File: src/rtl/muldiv_seq_unit.sv
// muldiv_seq_unit
//   Iterative RV32M/RV64M multiply/divide unit that sits beside the single-cycle
//   ALU. It decodes ALUOp/funct7/funct3 the same way the ALU controller does and
//   runs MUL/MULH/MULHSU/MULHU/DIV/DIVU/REM/REMU over several cycles. Valid/ready
//   handshakes on both sides let the datapath stall while the unit is busy.
//
//   Optional feature macro: MULDIV_FAST_MUL_EN
//     defined   : every MUL* op uses a single-cycle '*' and goes straight to DONE
//     undefined : shift-add multiply, one multiplier bit per cycle, no '*' inferred
//
// Ports
//   clk        in   1     rising-edge clock
//   reset_n    in   1     asynchronous active-low reset
//   flush      in   1     synchronous abort of any in-flight op
//   in_valid   in   1     request valid
//   in_ready   out  1     unit can accept a request (IDLE only)
//   alu_op     in   2     controller ALUOp (2'b10 = R/I-type)
//   funct7     in   7     instr[31:25]
//   funct3     in   3     instr[14:12], selects the M operation
//   src_a      in   XLEN  rs1 value
//   src_b      in   XLEN  rs2 value
//   is_muldiv  out  1     combinational M-extension decode
//   out_valid  out  1     result valid (DONE only)
//   out_ready  in   1     consumer takes the result
//   result     out  XLEN  operation result, held until the out handshake

module muldiv_seq_unit #(
  parameter  int XLEN  = 32,
  localparam int CNT_W = $clog2(XLEN + 1)
) (
  input  logic            clk,
  input  logic            reset_n,
  input  logic            flush,
  input  logic            in_valid,
  output logic            in_ready,
  input  logic [1:0]      alu_op,
  input  logic [6:0]      funct7,
  input  logic [2:0]      funct3,
  input  logic [XLEN-1:0] src_a,
  input  logic [XLEN-1:0] src_b,
  output logic            is_muldiv,
  output logic            out_valid,
  input  logic            out_ready,
  output logic [XLEN-1:0] result
);

  typedef enum logic [1:0] {IDLE, MUL, DIV, DONE} state_t;

  localparam logic [XLEN-1:0]  MIN_VAL  = {1'b1, {(XLEN-1){1'b0}}};
  localparam logic [CNT_W-1:0] LAST_CNT = CNT_W'(XLEN - 1);

  state_t            state_q, state_d;
  logic [CNT_W-1:0]  cnt_q;
  logic [2*XLEN-1:0] acc_q;
  logic [XLEN-1:0]   opb_q;
  logic [1:0]        op_q;
  logic              neg_q;
  logic [XLEN-1:0]   result_q;

  logic              accept;
  logic              a_signed, b_signed, neg_d;
  logic [XLEN-1:0]   mag_a, mag_b;
  logic              div_zero, div_ovf, is_special;
  logic [XLEN-1:0]   special_val;

  assign is_muldiv = (alu_op == 2'b10) && (funct7 == 7'b0000001);
  assign in_ready  = (state_q == IDLE);
  assign out_valid = (state_q == DONE);
  assign result    = result_q;
  assign accept    = in_valid && in_ready && is_muldiv && !flush;

  // Operand signedness and result sign per funct3. The core always works on
  // magnitudes, so the sign to re-apply is captured here at accept time.
  always_comb begin
    a_signed = 1'b0;
    b_signed = 1'b0;
    neg_d    = 1'b0;
    case (funct3)
      3'b001: begin
        a_signed = 1'b1;
        b_signed = 1'b1;
        neg_d    = src_a[XLEN-1] ^ src_b[XLEN-1];
      end
      3'b010: begin
        a_signed = 1'b1;
        neg_d    = src_a[XLEN-1];
      end
      3'b100: begin
        a_signed = 1'b1;
        b_signed = 1'b1;
        neg_d    = src_a[XLEN-1] ^ src_b[XLEN-1];
      end
      3'b110: begin
        a_signed = 1'b1;
        b_signed = 1'b1;
        neg_d    = src_a[XLEN-1];
      end
      default: ;
    endcase
  end

  assign mag_a = (a_signed && src_a[XLEN-1]) ? -src_a : src_a;
  assign mag_b = (b_signed && src_b[XLEN-1]) ? -src_b : src_b;

  // Divide-by-zero and signed overflow have fixed answers and skip the divider.
  assign div_zero    = (src_b == '0);
  assign div_ovf     = funct3[2] && !funct3[0] && (src_a == MIN_VAL) && (src_b == '1);
  assign is_special  = funct3[2] && (div_zero || div_ovf);
  assign special_val = div_zero ? (funct3[1] ? src_a : '1)
                                : (funct3[1] ? '0 : MIN_VAL);

`ifdef MULDIV_FAST_MUL_EN
  logic [2*XLEN-1:0] fast_a, fast_b, fast_prod;
  logic [XLEN-1:0]   fast_res;

  // Sign-extending to 2*XLEN makes a plain unsigned product correct for all
  // four multiply flavours.
  assign fast_a    = {{XLEN{a_signed & src_a[XLEN-1]}}, src_a};
  assign fast_b    = {{XLEN{b_signed & src_b[XLEN-1]}}, src_b};
  assign fast_prod = fast_a * fast_b;
  assign fast_res  = (funct3[1:0] == 2'b00) ? fast_prod[XLEN-1:0]
                                            : fast_prod[2*XLEN-1:XLEN];
`endif

  // Shift-add step: acc holds {partial high, remaining multiplier bits}.
  logic [XLEN:0]     mul_sum;
  logic [2*XLEN-1:0] mul_step, mul_prod;
  logic [XLEN-1:0]   mul_final;

  assign mul_sum   = {1'b0, acc_q[2*XLEN-1:XLEN]} + (acc_q[0] ? {1'b0, opb_q} : '0);
  assign mul_step  = {mul_sum, acc_q[XLEN-1:1]};
  assign mul_prod  = neg_q ? -mul_step : mul_step;
  assign mul_final = (op_q == 2'b00) ? mul_prod[XLEN-1:0] : mul_prod[2*XLEN-1:XLEN];

  // Restoring step: acc holds {partial remainder, dividend/quotient bits}.
  logic [XLEN:0]     div_shift;
  logic              div_ge;
  logic [XLEN-1:0]   div_rem_n, div_val, div_final;
  logic [2*XLEN-1:0] div_step;

  assign div_shift = {acc_q[2*XLEN-1:XLEN], acc_q[XLEN-1]};
  assign div_ge    = (div_shift >= {1'b0, opb_q});
  assign div_rem_n = div_ge ? (div_shift[XLEN-1:0] - opb_q) : div_shift[XLEN-1:0];
  assign div_step  = {div_rem_n, acc_q[XLEN-2:0], div_ge};
  assign div_val   = op_q[1] ? div_step[2*XLEN-1:XLEN] : div_step[XLEN-1:0];
  assign div_final = neg_q ? -div_val : div_val;

  // State register.
  always_ff @(posedge clk or negedge reset_n) begin
    if (!reset_n) state_q <= IDLE;
    else          state_q <= state_d;
  end

  // Next state. The last iteration writes the result, so DONE follows it
  // directly; flush overrides everything.
  always_comb begin
    state_d = state_q;
    case (state_q)
      IDLE: begin
        if (accept) begin
          if (funct3[2])
            state_d = is_special ? DONE : DIV;
          else
`ifdef MULDIV_FAST_MUL_EN
            state_d = DONE;
`else
            state_d = MUL;
`endif
        end
      end
      MUL:     if (cnt_q == LAST_CNT) state_d = DONE;
      DIV:     if (cnt_q == LAST_CNT) state_d = DONE;
      DONE:    if (out_ready) state_d = IDLE;
      default: state_d = IDLE;
    endcase
    if (flush) state_d = IDLE;
  end

  // Datapath. Nothing is written during flush so result keeps its old value.
  always_ff @(posedge clk or negedge reset_n) begin
    if (!reset_n) begin
      cnt_q    <= '0;
      acc_q    <= '0;
      opb_q    <= '0;
      op_q     <= '0;
      neg_q    <= 1'b0;
      result_q <= '0;
    end else if (!flush) begin
      case (state_q)
        IDLE: begin
          if (accept) begin
            op_q  <= funct3[1:0];
            neg_q <= neg_d;
            cnt_q <= '0;
            if (funct3[2]) begin
              opb_q <= mag_b;
              acc_q <= {{XLEN{1'b0}}, mag_a};
              if (is_special) result_q <= special_val;
            end else begin
`ifdef MULDIV_FAST_MUL_EN
              result_q <= fast_res;
`else
              opb_q <= mag_a;
              acc_q <= {{XLEN{1'b0}}, mag_b};
`endif
            end
          end
        end
        MUL: begin
          acc_q <= mul_step;
          cnt_q <= cnt_q + CNT_W'(1);
          if (cnt_q == LAST_CNT) result_q <= mul_final;
        end
        DIV: begin
          acc_q <= div_step;
          cnt_q <= cnt_q + CNT_W'(1);
          if (cnt_q == LAST_CNT) result_q <= div_final;
        end
        default: ;
      endcase
    end
  end

endmodule
File: config.mk
export PLATFORM = sky130hd
export DESIGN_NAME = muldiv_seq_unit
export DESIGN_NICKNAME = d
export VERILOG_FILES = /design/src/rtl/muldiv_seq_unit.sv
export SDC_FILE = /design/constraint.sdc
export NUM_CORES = 1
export LEC_CHECK = 0
export BUFFER_PORTS_ARGS = -buffer_cell sky130_fd_sc_hd__buf_2
export CAP_MARGIN = 15
export CORE_ASPECT_RATIO = 0.75
export CORE_UTILIZATION = 60
export DETAILED_ROUTE_END_ITERATION = 7
export PLACE_DENSITY = 0.86
export SYNTH_ARGS = -nofsm -noshare
export SYNTH_HDL_FRONTEND = slang
export SYNTH_SLANG_ARGS = --single-unit
File: constraint.sdc
create_clock -name clk -period 5.9 [get_ports clk]
set_input_delay 0.885 -clock clk [delete_from_list [all_inputs] [get_ports clk]]
set_output_delay 0.885 -clock clk [all_outputs]
set_load 0.02 [all_outputs]
==> flow_summary.yaml <==
setup_path:
  crit_start: "acc_q[37]"
  critPathLaunchType: "flip-flop"
  critPathSlowestCell: "nor3_1"
  cp_common_cell: "a41oi_1"
  critPathMaxFanout: 23
  crit_required_ns: 6.22
  cp_cell_sequence: "ha_1 > and2_1 > and3_1 > a41oi_1 > nor3_1 > or3_1 > buf_4 > mux2i_1 > a41oi_1 > nor4b_4 > nand4_1 > o31ai_1 > xor2_1 > o221ai_1"
  timing.rr.start: "acc_q[37]"
  arrival_ns: 5.84
  critPathCaptureType: "flip-flop"
  slowest_delay_ns: 0.88
  critical_path_class: "flip-flop to flip-flop"
clock_network:
  cts_resized: 0
  clk_pin_slew_ns: 0.06
  cts_root_buffer: "clkbuf_16"
  cts_hold_buf: 0
  clk_latency_ns: 0.46
  cts_tree: "built"
  cts_buffers: 17
  clockBufferDepth: 2
  clock_sinks: 139
  postCtsSetupRepairBufs: 0
  htree_num_levels: 4
sta:
  worstMarginPinSlew_ns: 1.115
  holdWs_ns: 0.4852
  setup_tns_ns: 0
  period_share_pct: 93.67
  setup_viol: 0
  skew_ns: 0.01048
  fmax_mhz: 180.9
  finalHoldViolCount: 0
  max-slew-margin-rel_pct: 25.08
  period_needed_ns: 5.527
  rsz0062_at_grt: "false"
  drv_slew: 0
routing:
  wl_mm: 64.19
  drc: 0
  dr.pass1.iters: 6
  first_iter_violations: 2732
  wl_per_cell_um: 24.00
  postRouteAntennaNets: 0
  vias: 19030
  routed_via_density: 7.117
synthesis:
  synth-adder-area-share_pct: 5.832
  synth_enable_flop_cells: 0
  synthXorXnorAreaFrac_pct: 9.625
  yosys.area_share.simple_pct: 24.02
  synth_flop_cell: "dfrtp_1"
  yosysWarnings: 0
  synth_cells: 2299
  synth_mux_area_share_pct: 2.863
  synthDistinctLibCells: 97
  synth_top_family_by_area: "compound AO/OA/AOI/OAI gates"
  synth_top_area_cell: "dfrtp_1"
  yosys-top-cells-area: "dfrtp_1 21%, o21ai_0 7.9%, nand2_1 6.6%"
  synthArstFlopShare_pct: 100.0
  ys_seq_area_share_pct: 21.00
  synth_compound_area_share_pct: 30.89
  yosys_register_bits: 139
  syn_nets: 2456
  synth_top_area_share_pct: 21.00
  syn_area_per_cell_um2: 7.204
  netlist_area_mm2: 0.01656
floorplan:
  rows: 52
  die_h_um: 145.9
  core_area_mm2: 0.02707
  die_w_um: 193.8
  fp.dieArea_mm2: 0.02828
  ios: 116
  initial_core_util_pct: 61.19
layout:
  fillers: 2418
  regArea_mm2: 0.003481
  layout_commonest_cell: "nand2_1"
  area_growth_pct: 8.016
  antennaDiodeCount: 0
  final_cell_mix: "291 x nand2_1, 262 x o21ai_0, 192 x a21oi_1"
  postLayoutCoreUtil_pct: 66.10
  layout.nets: 2467
  multi_input_area_mm2: 0.01214
  drive_above_1_share_pct: 10.76
grt:
  overflow: 0
  antenna_found_initial: 1
  grt_pass1_vias: 17440
  grt_pass1_wl_mm: 99.45
  track_usage_pct: 45.01
  grt_max_degree: 98
placement:
  gp_routability_congestion: 1.009
  port_buffers: 115
  dp_hpwl_mm: 47.47
job:
  drv_cap: 0
hold_path:
  hp-start: "result[10]"
  hold_class: "flip-flop to flip-flop"
power:
  powerDensity_mw_per_mm2: 331.7
  ir_drop_mv: 0.2626
  p_leak_nw: 7.632
  power_mw: 5.934
outcome:
  status: "finished clean"
cells in the mapped netlist, drive strengths merged, types with 36 or more instances:
cell	number
o31ai	36
dfrtp	139
xnor2	103
xor2	79
nor3	61
inv	71
a21oi	192
ha	74
and2	44
clkbuf	131
nor2	192
nand3	43
nand2	291
o21ai	280
worst max-delay path, delay by kind of cell (launching register included):
family	cells	cell delay, ns
AOI/OAI and AO/OA	4	1.03
xor gates and xnor gates	1	0.19
adders and majority gates	1	0.40
buffers and inverters	1	0.33
DFF	1	0.45
muxes	1	0.36
and+or+nand+nor	6	2.60
final timing paths:
| check | end | slack, ns | cells after the start |
|---|---|---|---|
| max in group asynchronous | opb_q[1] | 4.18 | 2 |
| min | result[10] | 0.49 | 2 |
| max | result[30] | 0.37 | 14 |
| max reg2reg | result[30] | 0.37 | 14 |
| min reg2reg | result[10] | 0.49 | 2 |
| min in group asynchronous | acc_q[59] | 0.52 | 1 |
through the flow:
| stage | instances | cell area [um^2] | setup slack (ns) |
|---|---|---|---|
| global route | 2674 | 17890 | 0.1539 |
| global placement | 2641 | 17220 | 0.7929 |
| detailed placement | 2641 | 17220 | 0.5797 |
| CTS | 2673 | 17860 | 0.5323 |
| floorplan | 2299 | 16560 | 1.346 |
| finish | 2674 | 17890 | 0.3735 |
report_power, final:
group	switching [mW]	internal (mW)	leakage, nW
Clock	0.462	0.759	0.306
Sequential	0.366	1.16	1.84
Combinational	2.11	1.08	5.48
flip-flops by register name (all words and copies together) (netlist names):
| signal | count |
|---|---|
| result | 32 |
| state_q | 2 |
| opb_q | 32 |
| op_q | 2 |
| neg_q | 1 |
| acc_q | 64 |
| cnt_q | 6 |
cell families after synthesis:
group / Yosys count
and+or+nand+nor: 821
AOI/OAI and AO/OA: 800
buffers and inverters: 237
xor gates and xnor gates: 182
DFF: 139
adders and majority gates: 76
muxes: 44
layout make-up:
class | count | share of cell area (%)
clock buffers | 20 | 2.497
inverters | 73 | 1.532
repair buffers | 156 | 5.085
well taps | 351 | 2.455
flip-flops and latches | 139 | 19.46
clock inverters | 12 | 1.098
multi-input cells | 1923 | 67.88
routing by layer:
metal / track usage [%] / routed length (um)
met1: 59.58 / 25180
met2: 66.86 / 27150
met3: 10.43 / 7606
met4: 27.38 / 4248
met5: 0 / 0
(Power assumes the default switching activity.)
